[src/rtl/multicycle_ctrl_if.sv]
// Control bundle between the multi-cycle controller and its datapath.
// The controller side uses the master modport: it reads the opcode and the
// ALU zero flag, and drives the state, the strobes and the mux selects.
interface multicycle_ctrl_if;
  logic [5:0] opcode;
  logic       zero;
  logic [2:0] state;
  logic       PCWre;
  logic       IRWre;
  logic       RegWre;
  logic       mRD;
  logic       mWR;
  logic       ALUSrcA;
  logic       ALUSrcB;
  logic       ExtSel;
  logic       DBDataSrc;
  logic       WrRegDSrc;
  logic [1:0] RegDst;
  logic [1:0] PCSrc;
  logic [2:0] ALUOp;
  logic [4:0] link_reg;
  logic       halted;

  modport master (
    input  opcode, zero,
    output state, PCWre, IRWre, RegWre, mRD, mWR, ALUSrcA, ALUSrcB, ExtSel,
           DBDataSrc, WrRegDSrc, RegDst, PCSrc, ALUOp, link_reg, halted
  );

  modport slave (
    output opcode, zero,
    input  state, PCWre, IRWre, RegWre, mRD, mWR, ALUSrcA, ALUSrcB, ExtSel,
           DBDataSrc, WrRegDSrc, RegDst, PCSrc, ALUOp, link_reg, halted
  );
endinterface

[src/rtl/multicycle_ctrl.sv]
// Multi-cycle CPU control unit: steps each instruction through
// IF/ID/EXE/MEM/WB and decodes the strobes and selects for the datapath.
// Optional build macro MC_CTRL_INSN_CNT_EN adds a 32-bit retired-instruction
// counter output insn_cnt that counts every PC write.
// Strobes are decoded from the registered state plus the opcode: the opcode
// only becomes valid once IR has been loaded at the end of IF, so the ID-stage
// strobes of jumps cannot be precomputed a cycle earlier.
module multicycle_ctrl #(
  parameter logic [5:0] HALT_OP  = 6'b111111,
  parameter logic [4:0] LINK_REG = 5'd31
) (
  input  logic CLK,
  input  logic Reset,
  multicycle_ctrl_if.master bus
`ifdef MC_CTRL_INSN_CNT_EN
  ,
  output logic [31:0] insn_cnt
`endif
);

  localparam logic [5:0] OP_ADD   = 6'b000000;
  localparam logic [5:0] OP_SUB   = 6'b000001;
  localparam logic [5:0] OP_ADDIU = 6'b000010;
  localparam logic [5:0] OP_AND   = 6'b010000;
  localparam logic [5:0] OP_ORI   = 6'b010010;
  localparam logic [5:0] OP_SLL   = 6'b011000;
  localparam logic [5:0] OP_SLT   = 6'b100111;
  localparam logic [5:0] OP_SW    = 6'b110000;
  localparam logic [5:0] OP_LW    = 6'b110001;
  localparam logic [5:0] OP_BEQ   = 6'b110100;
  localparam logic [5:0] OP_BNE   = 6'b110101;
  localparam logic [5:0] OP_J     = 6'b111000;
  localparam logic [5:0] OP_JR    = 6'b111001;
  localparam logic [5:0] OP_JAL   = 6'b111010;

  typedef enum logic [2:0] {
    S_IF     = 3'b000,
    S_ID     = 3'b001,
    S_EXE_LS = 3'b010,
    S_MEM    = 3'b011,
    S_WB_L   = 3'b100,
    S_EXE_B  = 3'b101,
    S_EXE_R  = 3'b110,
    S_WB_R   = 3'b111
  } state_t;

  state_t     state;
  logic       halted;
  logic [2:0] alu_op_dec;
  logic       pcwre, irwre, regwre, mrd, mwr;
  logic       alusrca, alusrcb, extsel, dbdatasrc, wrregdsrc;
  logic [1:0] regdst, pcsrc;
  logic [2:0] aluop;

  logic is_j, is_jr, is_jal, is_jump, is_beq, is_bne, is_lw, is_sw, is_halt;
  logic is_sll, is_rtype;

  assign is_j     = (bus.opcode == OP_J);
  assign is_jr    = (bus.opcode == OP_JR);
  assign is_jal   = (bus.opcode == OP_JAL);
  assign is_jump  = is_j | is_jr | is_jal;
  assign is_beq   = (bus.opcode == OP_BEQ);
  assign is_bne   = (bus.opcode == OP_BNE);
  assign is_lw    = (bus.opcode == OP_LW);
  assign is_sw    = (bus.opcode == OP_SW);
  assign is_halt  = (bus.opcode == HALT_OP);
  assign is_sll   = (bus.opcode == OP_SLL);
  assign is_rtype = (bus.opcode == OP_ADD) | (bus.opcode == OP_SUB) |
                    (bus.opcode == OP_AND) | (bus.opcode == OP_SLT) | is_sll;

  // State sequencing and the sticky halt flag; once halted, only IF/ID loop.
  always_ff @(posedge CLK or negedge Reset) begin
    if (!Reset) begin
      state  <= S_IF;
      halted <= 1'b0;
    end else begin
      case (state)
        S_IF:     state <= S_ID;
        S_ID: begin
          if (halted || is_jump || is_halt) begin
            state <= S_IF;
            if (is_halt) halted <= 1'b1;
          end else if (is_beq || is_bne) begin
            state <= S_EXE_B;
          end else if (is_lw || is_sw) begin
            state <= S_EXE_LS;
          end else begin
            state <= S_EXE_R;
          end
        end
        S_EXE_R:  state <= S_WB_R;
        S_EXE_LS: state <= S_MEM;
        S_MEM:    state <= is_lw ? S_WB_L : S_IF;
        default:  state <= S_IF;
      endcase
    end
  end

  // ALU function code for the current opcode; unknown opcodes add.
  always_comb begin
    alu_op_dec = 3'b000;
    case (bus.opcode)
      OP_SUB, OP_BEQ, OP_BNE: alu_op_dec = 3'b001;
      OP_SLL:                 alu_op_dec = 3'b010;
      OP_ORI:                 alu_op_dec = 3'b011;
      OP_AND:                 alu_op_dec = 3'b100;
      OP_SLT:                 alu_op_dec = 3'b110;
      default:                alu_op_dec = 3'b000;
    endcase
  end

  // Strobe and select decode; everything is forced to its idle value in reset.
  always_comb begin
    pcwre     = 1'b0;
    irwre     = 1'b0;
    regwre    = 1'b0;
    mrd       = 1'b0;
    mwr       = 1'b0;
    alusrca   = 1'b0;
    alusrcb   = 1'b0;
    extsel    = 1'b0;
    dbdatasrc = 1'b0;
    wrregdsrc = 1'b0;
    regdst    = 2'b01;
    pcsrc     = 2'b00;
    aluop     = 3'b000;
    if (Reset) begin
      if (state == S_IF) begin
        irwre = !halted;
      end else begin
        aluop     = alu_op_dec;
        alusrca   = is_sll;
        alusrcb   = (bus.opcode == OP_ADDIU) | (bus.opcode == OP_ORI) | is_lw | is_sw;
        extsel    = (bus.opcode == OP_ADDIU) | is_lw | is_sw | is_beq | is_bne;
        wrregdsrc = !is_jal;
        regdst    = is_jal ? 2'b00 : (is_rtype ? 2'b10 : 2'b01);
      end
      case (state)
        S_ID: begin
          if (!halted) begin
            if (is_j || is_jal) begin
              pcsrc = 2'b11;
              pcwre = 1'b1;
            end else if (is_jr) begin
              pcsrc = 2'b10;
              pcwre = 1'b1;
            end
            regwre = is_jal;
          end
        end
        S_EXE_B: begin
          pcwre = 1'b1;
          if ((is_beq && bus.zero) || (is_bne && !bus.zero)) pcsrc = 2'b01;
        end
        S_MEM: begin
          mrd       = is_lw;
          dbdatasrc = is_lw;
          mwr       = is_sw;
          pcwre     = !is_lw;
        end
        S_WB_L: begin
          regwre    = 1'b1;
          pcwre     = 1'b1;
          dbdatasrc = 1'b1;
        end
        S_WB_R: begin
          regwre = 1'b1;
          pcwre  = 1'b1;
        end
        default: ;
      endcase
    end
  end

  assign bus.state     = state;
  assign bus.halted    = halted;
  assign bus.PCWre     = pcwre;
  assign bus.IRWre     = irwre;
  assign bus.RegWre    = regwre;
  assign bus.mRD       = mrd;
  assign bus.mWR       = mwr;
  assign bus.ALUSrcA   = alusrca;
  assign bus.ALUSrcB   = alusrcb;
  assign bus.ExtSel    = extsel;
  assign bus.DBDataSrc = dbdatasrc;
  assign bus.WrRegDSrc = wrregdsrc;
  assign bus.RegDst    = regdst;
  assign bus.PCSrc     = pcsrc;
  assign bus.ALUOp     = aluop;
  assign bus.link_reg  = LINK_REG;

`ifdef MC_CTRL_INSN_CNT_EN
  // Count retired instructions: one per PC write, wrapping naturally.
  always_ff @(posedge CLK or negedge Reset) begin
    if (!Reset) insn_cnt <= 32'd0;
    else if (pcwre) insn_cnt <= insn_cnt + 32'd1;
  end
`endif

endmodule

[src/flat_wrapper.sv]
// flat-port wrapper written by rule: the top's interface ports become plain ports
module multicycle_ctrl_flat 
#(
  parameter logic [5:0] HALT_OP  = 6'b111111,
  parameter logic [4:0] LINK_REG = 5'd31
)
  (CLK, Reset, bus_opcode, bus_zero, bus_state, bus_PCWre, bus_IRWre, bus_RegWre, bus_mRD, bus_mWR, bus_ALUSrcA, bus_ALUSrcB, bus_ExtSel, bus_DBDataSrc, bus_WrRegDSrc, bus_RegDst, bus_PCSrc, bus_ALUOp, bus_link_reg, bus_halted);
  multicycle_ctrl_if bus_i ();
  input  logic CLK;
  input  logic Reset;
  input wire logic [$bits(bus_i.opcode)-1:0] bus_opcode;
  input wire logic [$bits(bus_i.zero)-1:0] bus_zero;
  output wire logic [$bits(bus_i.state)-1:0] bus_state;
  output wire logic [$bits(bus_i.PCWre)-1:0] bus_PCWre;
  output wire logic [$bits(bus_i.IRWre)-1:0] bus_IRWre;
  output wire logic [$bits(bus_i.RegWre)-1:0] bus_RegWre;
  output wire logic [$bits(bus_i.mRD)-1:0] bus_mRD;
  output wire logic [$bits(bus_i.mWR)-1:0] bus_mWR;
  output wire logic [$bits(bus_i.ALUSrcA)-1:0] bus_ALUSrcA;
  output wire logic [$bits(bus_i.ALUSrcB)-1:0] bus_ALUSrcB;
  output wire logic [$bits(bus_i.ExtSel)-1:0] bus_ExtSel;
  output wire logic [$bits(bus_i.DBDataSrc)-1:0] bus_DBDataSrc;
  output wire logic [$bits(bus_i.WrRegDSrc)-1:0] bus_WrRegDSrc;
  output wire logic [$bits(bus_i.RegDst)-1:0] bus_RegDst;
  output wire logic [$bits(bus_i.PCSrc)-1:0] bus_PCSrc;
  output wire logic [$bits(bus_i.ALUOp)-1:0] bus_ALUOp;
  output wire logic [$bits(bus_i.link_reg)-1:0] bus_link_reg;
  output wire logic [$bits(bus_i.halted)-1:0] bus_halted;
  assign bus_i.opcode = bus_opcode;
  assign bus_i.zero = bus_zero;
  assign bus_state = bus_i.state;
  assign bus_PCWre = bus_i.PCWre;
  assign bus_IRWre = bus_i.IRWre;
  assign bus_RegWre = bus_i.RegWre;
  assign bus_mRD = bus_i.mRD;
  assign bus_mWR = bus_i.mWR;
  assign bus_ALUSrcA = bus_i.ALUSrcA;
  assign bus_ALUSrcB = bus_i.ALUSrcB;
  assign bus_ExtSel = bus_i.ExtSel;
  assign bus_DBDataSrc = bus_i.DBDataSrc;
  assign bus_WrRegDSrc = bus_i.WrRegDSrc;
  assign bus_RegDst = bus_i.RegDst;
  assign bus_PCSrc = bus_i.PCSrc;
  assign bus_ALUOp = bus_i.ALUOp;
  assign bus_link_reg = bus_i.link_reg;
  assign bus_halted = bus_i.halted;
  multicycle_ctrl #(.HALT_OP(HALT_OP), .LINK_REG(LINK_REG)) u_core (.CLK(CLK), .Reset(Reset), .bus(bus_i));
endmodule
[config.mk]
export PLATFORM = sky130hd
export DESIGN_NAME = multicycle_ctrl_flat
export DESIGN_NICKNAME = d
export VERILOG_FILES = /design/src/rtl/multicycle_ctrl_if.sv /design/src/rtl/multicycle_ctrl.sv /design/src/flat_wrapper.sv
export SDC_FILE = /design/constraint.sdc
export NUM_CORES = 1
export LEC_CHECK = 0
export ABC_CLOCK_PERIOD_IN_PS = 4900
export CAP_MARGIN = 20
export CORE_MARGIN = 10
export CORE_UTILIZATION = 44
export CTS_CLUSTER_DIAMETER = 60
export DETAILED_ROUTE_END_ITERATION = 16
export GPL_ROUTABILITY_DRIVEN = 0
export PLACE_DENSITY = 0.85
export SLEW_MARGIN = 10
export SYNTH_ARGS = -nofsm -noshare
export SYNTH_HDL_FRONTEND = slang
export SYNTH_SLANG_ARGS = --single-unit
[constraint.sdc]
create_clock -name CLK -period 4.9 [get_ports CLK]
set_input_delay 0.98 -clock CLK [delete_from_list [all_inputs] [get_ports CLK]]
set_output_delay 0.98 -clock CLK [all_outputs]
set_load 0.01 [all_outputs]
==> reports/results.tsv, run 1 <==
stage	metric	value	unit
sta	TNS Setup	0	ps
cells_and_area	area grow syn2layout	34.4	%
drt	max layer used	met4	
power_and_ir_drop	Internal Power	0.177	mW
sta	Worst Tran Pin Value	695	ps
global_routing	vias in the first global route	840	
sta	final setup violation count	0	
cts	clock-pin transition on the worst setup and hold timing paths	40	ps
cts	CTS resizes	0	
floorplan	I/O Pins	35	
worst_setup_path	Crit Path Max Fanout	15	
synth	average size of a mapped cell	7.49	um^2
cts	Clock Latency Late Sink	230	ps
floorplan	die width	61.5	um
power_and_ir_drop	Clock power frac	0.123	
cells_and_area	Final Util	0.652	
power_and_ir_drop	static leakage	0.378	nW
sta	RSZ-0062 raised after global routing	false	
cts	# H-tree levels	1	
drt	routed vias/inst	6.41	
sta	Max-slew headroom	0.534	
drt	Routed Antenna Nets	0	
placed_design	Port-buffer cells	29	
placed_design	HPWL after DPL	1.87	mm
floorplan	Initial Util	0.486	
drt	M1 WL	904	um
cts	# hold bufs at CTS	0	
sta	min Tclk post-route	4370	ps
min_path	HP Class	reg2reg	
sta	fmax	229	MHz
cts	CTS Sinks	4	
worst_setup_path	Worst EP arrival	3390	ps
flow_run	total of max-cap violations	0	
synth	sequential share of the synthesized area	0.132	
sta	fin. max-slew vios	0	
power_and_ir_drop	Psw	0.152	mW
worst_setup_path	CP endpoint kind	primary output	
drt	Initial DRT Pass Iterations	4	
synth	synthesis warning total	0	
placed_design	area post-placement	995	um^2
cells_and_area	share of layout cells above drive strength 1	0.0806	
synth	Synth area leader	dfrtp_1	
placed_design	dpl ws	568	ps
cts	Setup Buffers After CTS	0	
floorplan	Die Span Y	61.5	um
power_and_ir_drop	Power Dens Cells	323	nW/um^2
worst_setup_path	kind of critical path	in2out	
synth	FFs w/ async S/R, synth	1.00	
power_and_ir_drop	Power, Total	0.329	mW
synth	ys flop type	dfrtp_1	
global_routing	first-pass GRT wire length	3.84	mm
cts	Longest Clk Path Bufs	2	
power_and_ir_drop	Comb pwr share	0.603	
worst_setup_path	Worst EP required	3920	ps
floorplan	area of the die	3780	um^2
synth	Yosys cell types	48	
cts	CTS Buf Count	3	
sta	Final Hold Vio Count	0	
sta	final worst slack	531	ps
power_and_ir_drop	sequential fraction of design power	0.274	
min_path	Hold Crit Start	u_core.bus.halted$_DFFE_PN0P_	
power_and_ir_drop	Net Sw Frac	0.461	
cells_and_area	Layout fillers	143	
sta	crit share post-route	0.892	
worst_setup_path	startpoint types	primary input	
sta	post-route clock skew	0.0373	ps
synth	Synth Instances	101	
synth	dominant cells by area after synthesis	dfrtp_1, buf_4, nand2b_1, nor2_1, nand2_1	
synth	Post-synth EDFFs	0	
drt	Initial DRC Count	39	
cells_and_area	Finished Cell Area	1020	um^2
synth	synthesized area	757	um^2
drt	DR DRC count	0	
cts	CTS tree	done	
global_routing	largest net degree at the start of global routing	17	
drt	Vias	897	
global_routing	initial antenna violation count	0	
cells_and_area	fin nets	135	
worst_setup_path	Critical Path Start	bus_opcode[2]	
status	status	finished, final reports clean	
cts	Root Driver	clkbuf_4	
drt	Wirelength per Cell	16.9	um
floorplan	core footprint	1560	um^2
cells_and_area	ant diodes	0	
drt	Total Wirelength	2.37	mm
synth	FF+latch count, synth	4	
worst_setup_path	R2R Setup Slk	3400	ps
power_and_ir_drop	maximum VDD drop	0.000211	V
drt	met3 wire length	224	um
floorplan	Core Rows	14	
worst_setup_path	r2r startpoint	u_core.bus.state[1]$_DFF_PN0_	
global_routing	total track usage	0.127	
drt	metal2 WL	1.23	mm
synth	Yosys top cell area share	0.132	
global_routing	Overflow after GRT	0	
==> stage by stage <==
step,hold WS (ps),instances
6_report,602,140
4_1_cts,592,140
2_1_floorplan,559,105
5_1_grt,622,140
3_3_place_gp,572,137
3_5_place_dp,583,137
==> power groups by stage <==
stage	logic, mW	registers [mW]	clock network, mW
2_1_floorplan	0.147	0.0653	0
3_3_place_gp	0.194	0.0871	0
3_5_place_dp	0.200	0.0891	0
4_1_cts	0.200	0.0895	0.0413
5_1_grt	0.217	0.0939	0.0435
6_report	0.199	0.0902	0.0404
==> cell families after synthesis <==
family	share of synthesized area
AO/OA/AOI/OAI	0.274
other	0.00495
buffers and inverters	0.136
multiplexers	0.0149
flip-flops	0.132
AND/OR/NAND/NOR	0.438
==> layout make-up <==
type	count	area, um^2	share of cell area
Multi-Input combinational cell	85	569	0.560
Timing Repair Buffer	30	298	0.293
Sequential cell	4	100	0.0984
Clock buffer	3	22.5	0.0221
Tap cell	16	20.0	0.0197
Inverter	2	7.51	0.00738
==> path summary, 6_finish.rpt <==
path,end,depth (start not counted)
worst max-delay path,bus_ALUOp[0],4
worst min-delay path,u_core.bus.halted$_DFFE_PN0P_,1
worst max register to register,u_core.bus.state[1]$_DFF_PN0_,3
worst min register to register,u_core.bus.halted$_DFFE_PN0P_,1
max in group asynchronous,u_core.bus.halted$_DFFE_PN0P_,1
min in group asynchronous,u_core.bus.state[1]$_DFF_PN0_,1
==> flip-flops by register name, indices dropped and copies added, names as in the netlist <==
name / cells
u_core.bus.state: 3
u_core.bus.halted: 1
==> worst max-delay path: stages <==
cell and delay, ps:
clkdlybuf4s50_1 670, or4b_1 640, a2111oi_1 470, clkdlybuf4s50_1 630
==> routing by layer <==
metal | up-vias | track usage
met2 | 51 | 0.219
met3 | 2 | 0.0350
met5 | - | 0
li1 | 424 | -
met1 | 420 | 0.152
met4 | 0 | 0.0318
==> layout by cell type, fill, tap and decap left out, types with 2 or more instances in the layout <==
cell	count
nand4_1	2
dfrtp_1	4
o21bai_1	2
a21oi_1	2
or4b_1	2
and3_1	3
conb_1	5
nor2_1	9
nand2_1	8
a21o_1	3
nor3_1	4
nand3_1	4
inv_1	2
nor4_1	2
nor2b_1	4
clkbuf_4	3
o32ai_1	2
nand2b_1	6
clkdlybuf4s50_1	29
==> Yosys cell counts (3+ instances only) <==
| cell type | number |
|---|---|
| buf_4 | 6 |
| nor2b_1 | 4 |
| nor3_1 | 4 |
| dfrtp_1 | 4 |
| nand3_1 | 4 |
| buf_2 | 4 |
| and3_1 | 3 |
| a21o_1 | 3 |
| nor2_1 | 9 |
| nand2_1 | 8 |
| nand2b_1 | 6 |
(Power assumes the default switching activity.)
==> inputs of run 2 (changes only) <==
--- a/config.mk
+++ b/config.mk
@@ -5,14 +5,14 @@
 export SDC_FILE = /design/constraint.sdc
 export NUM_CORES = 1
 export LEC_CHECK = 0
-export ABC_CLOCK_PERIOD_IN_PS = 4900
+export ABC_CLOCK_PERIOD_IN_PS = 4100
 export CAP_MARGIN = 20
 export CORE_MARGIN = 10
-export CORE_UTILIZATION = 44
+export CORE_UTILIZATION = 41
 export CTS_CLUSTER_DIAMETER = 60
 export DETAILED_ROUTE_END_ITERATION = 16
 export GPL_ROUTABILITY_DRIVEN = 0
-export PLACE_DENSITY = 0.85
+export PLACE_DENSITY = 0.8
 export SLEW_MARGIN = 10
 export SYNTH_ARGS = -nofsm -noshare
 export SYNTH_HDL_FRONTEND = slang
==> constraint.sdc (replaced) <==
create_clock -name CLK -period 4.1 [get_ports CLK]
set_input_delay 0.82 -clock CLK [delete_from_list [all_inputs] [get_ports CLK]]
set_output_delay 0.82 -clock CLK [all_outputs]
set_load 0.01 [all_outputs]
==> reports/results.tsv, run 2 (synthesis gave the netlist of run 1 again) <==
stage	metric	value	unit	change
cts	# H-tree levels	1		unchanged
placed_design	HPWL after DPL	1.87	mm	-0.44%
floorplan	area of the die	3970	um^2	+4.9%
sta	fin. max-slew vios	0		unchanged
sta	crit share post-route	0.931		
sta	min Tclk post-route	3820	ps	
floorplan	Core Rows	15		+1
drt	Initial DRT Pass Iterations	4		unchanged
global_routing	largest net degree at the start of global routing	16		-1
worst_setup_path	r2r startpoint	u_core.bus.state[1]$_DFF_PN0_		
placed_design	dpl ws	282	ps	-286 ps
global_routing	initial antenna violation count	0		unchanged
worst_setup_path	kind of critical path	in2out		
global_routing	vias in the first global route	829		-1.3%
floorplan	Initial Util	0.434		-0.0519
worst_setup_path	Worst EP required	3280	ps	-640 ps
floorplan	I/O Pins	35		unchanged
cells_and_area	commonest non-fill, non-tap cell in the layout	clkdlybuf4s50_1		
worst_setup_path	startpoint types	primary input		
drt	M1 WL	1.05	mm	+16%
sta	post-route clock skew	1.63	ps	+1.59 ps
worst_setup_path	cells on worst reg2reg path	3		unchanged
cts	Setup Buffers After CTS	0		unchanged
sta	Worst Tran Pin Value	644	ps	-50.8 ps
min_path	Hold Crit Start	u_core.bus.halted$_DFFE_PN0P_		
floorplan	die width	63.0	um	+2.4%
drt	Routed Antenna Nets	0		unchanged
global_routing	first-pass GRT wire length	3.97	mm	+3.4%
floorplan	Die Span Y	63.0	um	+2.4%
cts	CTS Sinks	4		unchanged
cells_and_area	post-layout instance count excluding filler cells	154		+10%
worst_setup_path	RR Endpoint	u_core.bus.state[1]$_DFF_PN0_		
power_and_ir_drop	static leakage	0.402	nW	+6.2%
placed_design	Port-buffer cells	29		unchanged
power_and_ir_drop	Net Sw Frac	0.462		+0.00172
cells_and_area	max reg flops	3		unchanged
cells_and_area	largest reg by FF count	u_core.bus.state		
sta	final setup violation count	0		unchanged
cts	Root Driver	clkbuf_4		
worst_setup_path	Crit Path Max Fanout	12		-3
cts	CTS tree	done		
worst_setup_path	CP endpoint kind	primary output		
drt	metal2 WL	1.21	mm	-0.90%
sta	fmax	262	MHz	
cts	Longest Clk Path Bufs	2		unchanged
power_and_ir_drop	maximum VDD drop	0.000248	V	+18%
power_and_ir_drop	Internal Power	0.215	mW	+21%
power_and_ir_drop	Comb pwr share	0.607		+0.004
cts	# hold bufs at CTS	0		unchanged
sta	final worst slack	284	ps	-247 ps
drt	Wirelength per Cell	16.0	um	-5.4%
sta	RSZ-0062 raised after global routing	false		
drt	Initial DRC Count	36		-7.7%
cells_and_area	area grow syn2layout	40.8	%	
power_and_ir_drop	Clock power frac	0.123		about the same
global_routing	total track usage	0.118		-0.00934
worst_setup_path	Worst EP arrival	3000	ps	-390 ps
worst_setup_path	R2R Setup Slk	2590	ps	-810 ps
cells_and_area	Largest regs	u_core.bus.state x3, u_core.bus.halted x1		
status	status	finished, final reports clean		
cts	clock-pin transition on the worst setup and hold timing paths	40	ps	about the same
drt	Total Wirelength	2.47	mm	+4.0%
drt	Vias	871		-2.9%
cts	Clock Latency Late Sink	240	ps	about the same
power_and_ir_drop	Power Dens Cells	375	nW/um^2	+16%
sta	Max-slew headroom	0.568		+0.0341
cts	CTS Buf Count	3		unchanged
power_and_ir_drop	sequential fraction of design power	0.271		-0.003
floorplan	core footprint	1750	um^2	+12%
cts	CTS resizes	0		unchanged
drt	routed vias/inst	5.66		-12%
drt	DR DRC count	0		unchanged
global_routing	Overflow after GRT	0		unchanged
cells_and_area	commonest non-fill, non-tap cells in the layout	clkdlybuf4s50_1, nor2_1, nand2_1		
flow_run	total of max-cap violations	0		unchanged
sta	Final Hold Vio Count	0		unchanged
sta	TNS Setup	0	ps	unchanged
cells_and_area	share of layout cells above drive strength 1	0.116		+0.0356
cells_and_area	fin nets	140		+3.7%
cells_and_area	Layout fillers	171		+20%
drt	max layer used	met4		
power_and_ir_drop	Psw	0.185	mW	+22%
min_path	hold endpoint	u_core.bus.halted$_DFFE_PN0P_		
placed_design	Placed Cells incl. Taps	151		+10%
min_path	HP Class	reg2reg		
drt	met3 wire length	185	um	-17%
cells_and_area	ant diodes	0		unchanged
min_path	Hold Path Stages	1		unchanged
==> run 2: how the worst max path moves through the flow <==
stage	start	slack [ps]	cells past startpoint	to
floorplan	bus_opcode[5]	1260	3	bus_ALUOp[0]
finish	bus_opcode[3]	280	5	bus_PCSrc[0]
global placement	bus_opcode[3]	320	5	bus_PCSrc[0]
detailed placement	bus_opcode[3]	280	5	bus_PCSrc[0]
CTS	bus_opcode[3]	270	5	bus_PCSrc[0]
global route	bus_opcode[3]	200	5	bus_PCSrc[0]
==> run 2: layout make-up <==
type / count / area [um^2] / share of cell area
Tap cell: 25 / 31.3 / 0.0293
Sequential cell: 4 / 100 / 0.0939
Inverter: 2 / 7.51 / 0.00704
Timing Repair Buffer: 35 / 335 / 0.315
Multi-Input combinational cell: 85 / 569 / 0.534
Clock buffer: 3 / 22.5 / 0.0211
==> run 2: metrics by stage <==
step / total power [mW] / cell area [um^2] / utilization / hold slack, ps
3_3_place_gp: 0.341 / 1040 / 0.598 / 580
6_report: 0.400 / 1070 / 0.611 / 589
4_1_cts: 0.399 / 1070 / 0.611 / 589
2_1_floorplan: 0.253 / 772 / - / 524
5_1_grt: 0.430 / 1070 / 0.611 / 622
3_5_place_dp: 0.348 / 1040 / 0.598 / 579
==> run 2: metal layers <==
metal | GRT usage | vias to the layer above
li1 | - | 429
met2 | 0.192 | 31
met5 | 0 | -
met3 | 0.0358 | 2
met1 | 0.139 | 409
met4 | 0.0475 | 0
==> run 2: power groups by stage <==
stage                     sequential [mW]  clock, mW  combinational, mW
final                               0.108     0.0491              0.243
after floorplan                    0.0781          0              0.175
after detailed placement            0.107          0              0.242
after global placement              0.104          0              0.236
after CTS                           0.106     0.0505              0.243
after global routing                0.113     0.0550              0.262
==> run 2: critical path, stage by stage <==
cell	delay, ps
clkdlybuf4s50_1	590
or4b_1	590
a2111oi_2	300
o21a_1	170
clkdlybuf4s50_1	530
==> RTL change, RTL diff (config.mk and constraints of run 2) <==
`LINK_REG` is set to 5'd31 in 2 places; all go to 5'd15.
--- a/src/rtl/multicycle_ctrl.sv
+++ b/src/rtl/multicycle_ctrl.sv
@@ -7,7 +7,7 @@
 // strobes of jumps cannot be precomputed a cycle earlier.
 module multicycle_ctrl #(
   parameter logic [5:0] HALT_OP  = 6'b111111,
-  parameter logic [4:0] LINK_REG = 5'd31
+  parameter logic [4:0] LINK_REG = 5'd15
 ) (
   input  logic CLK,
   input  logic Reset,
--- a/src/flat_wrapper.sv
+++ b/src/flat_wrapper.sv
@@ -2,7 +2,7 @@
 module multicycle_ctrl_flat 
 #(
   parameter logic [5:0] HALT_OP  = 6'b111111,
-  parameter logic [4:0] LINK_REG = 5'd31
+  parameter logic [4:0] LINK_REG = 5'd15
 )
   (CLK, Reset, bus_opcode, bus_zero, bus_state, bus_PCWre, bus_IRWre, bus_RegWre, bus_mRD, bus_mWR, bus_ALUSrcA, bus_ALUSrcB, bus_ExtSel, bus_DBDataSrc, bus_WrRegDSrc, bus_RegDst, bus_PCSrc, bus_ALUOp, bus_link_reg, bus_halted);
   multicycle_ctrl_if bus_i ();
Check against the original RTL: not equivalent (Yosys sat finds a counterexample within 4 cycles, from zero or initial values and one cycle with Reset low).
==> RTL change against run 2 <==
- worst setup slack barely moved
- highest routed layer unchanged
- register-to-register slack about the same
- area after synthesis rose by 0.50%
- sequential cell count is the same
- count of clock-buffer cells in the layout unchanged
- worst hold slack better by 8.1 ps
- synthesized cell count is 0.99% higher
- wire length grew 1.9%
- largest power group unchanged
- final area is the same
- non-clock buffer count stayed put
- total power down 0.37%
==> RTL change: results (changes against run 2) <==
- Worst-case setup slack after placement: 268.7 ps (-13.76 ps)
- Share of cells above drive strength 1: 0.1163 (unchanged)
- Family with the most delay on the worst path: buffers and inverters
- Post_cts resized: 0 (unchanged)
- Initial DRC count: 41 (+14%)
- Reported leakage power: 0.4017 nW (unchanged)
- Async set-reset flop share out of synthesis: 1.000 (unchanged)
- Leading registers by flop count: u_core.bus.state x3, u_core.bus.halted x1
- Seq/Total Area, Yosys: 0.1316 (-0.0006525)
- Worst hold path type: flop to flop
- Vias per cell: 5.864 (+3.7%)
- Number of distinct standard cells referenced by the synthesized netlist: 48 (unchanged)
- Pwr dens: 373.9 nW/um2 (-0.37%)
- Top cells by instance count after synthesis: 9 x sky130_fd_sc_hd__nor2_1, 8 x sky130_fd_sc_hd__nand2_1, 6 x sky130_fd_sc_hd__buf_4, 6 x sky130_fd_sc_hd__nand2b_1
- Leading cell types by total area after synthesis: sky130_fd_sc_hd__dfrtp_1 13%, sky130_fd_sc_hd__buf_4 5.9%, sky130_fd_sc_hd__nand2b_1 4.9%
- Detailed-router iteration count before antenna repair: 6 (+2)
- Count of mapped cells out of synthesis: 102 (+0.99%)
- Number of nets in the layout: 140 (unchanged)
- Data arrival time of the worst path: 3000 ps (about the same)
- Clk_lat worst skew: 240 ps (about the same)
- Outcome: finished clean
- Clock slew seen by the registers of the worst setup and hold paths: 40 ps (about the same)
- Maximum number of pins on one net before global-route repair: 16 (unchanged)
- Post-DP Area: 1044 um2 (unchanged)
- Warnings from Yosys: 0 (unchanged)
- Overall routed net length: 2513 um (+1.9%)
- Standard cell with the maximum stage delay on the critical path: sky130_fd_sc_hd__clkdlybuf4s50_1
- Final routed DRC violation total: 0 (unchanged)
- Vias in the first global route: 843 (+1.7%)
- Clock buffers created by TritonCTS: 3 (unchanged)
- Total internal power: 0.2151 mW (about the same)
- Overall routing resource usage: 0.1180 (about the same)
- Setup Skew: 5.617 ps (+3.985 ps)
- Number of setup buffers added after CTS: 0 (unchanged)
- Wire length of the first global-routing pass: 3946 um (-0.70%)
- Count of vias placed by the detailed router: 903 (+3.7%)
- Worst stage delay on the critical path: 600 ps
- Number of antenna violations at the first check in global routing: 0 (unchanged)
- Root buffer cell: sky130_fd_sc_hd__clkbuf_4
- Clock H-tree levels: 1 (unchanged)
- Worst-path fanout max: 12 (unchanged)
- Total Die Area: 3978 um2 (+0.33%)
- # placed instances: 151 (unchanged)
- Largest vdd supply drop: 0.0002520 V (+1.7%)
- Worst-margin pin slew: 632.3 ps (-11.88 ps)
- Final HPWL DP: 1946 um (+4.3%)
- Number of port buffers: 29 (unchanged)
RTL change: cell types whose count changed after synthesis:
cell,before,now
sky130_fd_sc_hd__conb_1,1,2
RTL change: path summary, 6_finish.rpt:
path	start	end	slack, ps	cells after the start
setup / recovery	bus_opcode[3]	bus_PCSrc[0]	280	5
hold / removal	u_core.bus.halted	u_core.bus.halted	600	1
setup reg to reg	u_core.bus.state[1]	u_core.bus.state[2]	2580	2
hold reg to reg	u_core.bus.halted	u_core.bus.halted	600	1
max in group asynchronous	Reset	u_core.bus.state[0]	2880	2
min in group asynchronous	Reset	u_core.bus.state[1]	1110	2
RTL change: logic make-up (layout without fill, tap and decap cells):
family / count (synthesis) / count (layout) / synth area share
simple gates: 54 / 54 / 0.4359
compound gates: 25 / 25 / 0.2730
buf+inv: 16 / 40 / 0.1349
flops: 4 / 4 / 0.1316
other cells: 2 / 5 / 0.009872
mux: 1 / 1 / 0.01480
RTL change: per-layer routing:
metal | wire, um | part of all wire | vias up | track usage
li1 | - | - | 428 | -
met1 | 974 | 0.39 | 417 | 0.1295
met2 | 1268 | 0.50 | 48 | 0.2018
met3 | 195 | 0.078 | 10 | 0.02650
met4 | 74 | 0.029 | 0 | 0.06983
met5 | 0 | 0 | - | 0
RTL change: power groups by stage:
stage               clock network, mW  logic, mW  registers [mW]
floorplan                           0      0.175          0.0781
global placement                    0      0.237           0.104
detailed placement                  0      0.242           0.108
CTS                            0.0518      0.242           0.107
global route                   0.0553      0.262           0.112
finish                         0.0506      0.240           0.108
RTL change: cell type report:
type	count	area, um2
multi-input cells	85	569.3
fillers	172	679.4
well taps	25	31.28
inverters	2	7.507
repair buffers	35	335.3
clock buffers	3	22.52
flip-flops and latches	4	100.1
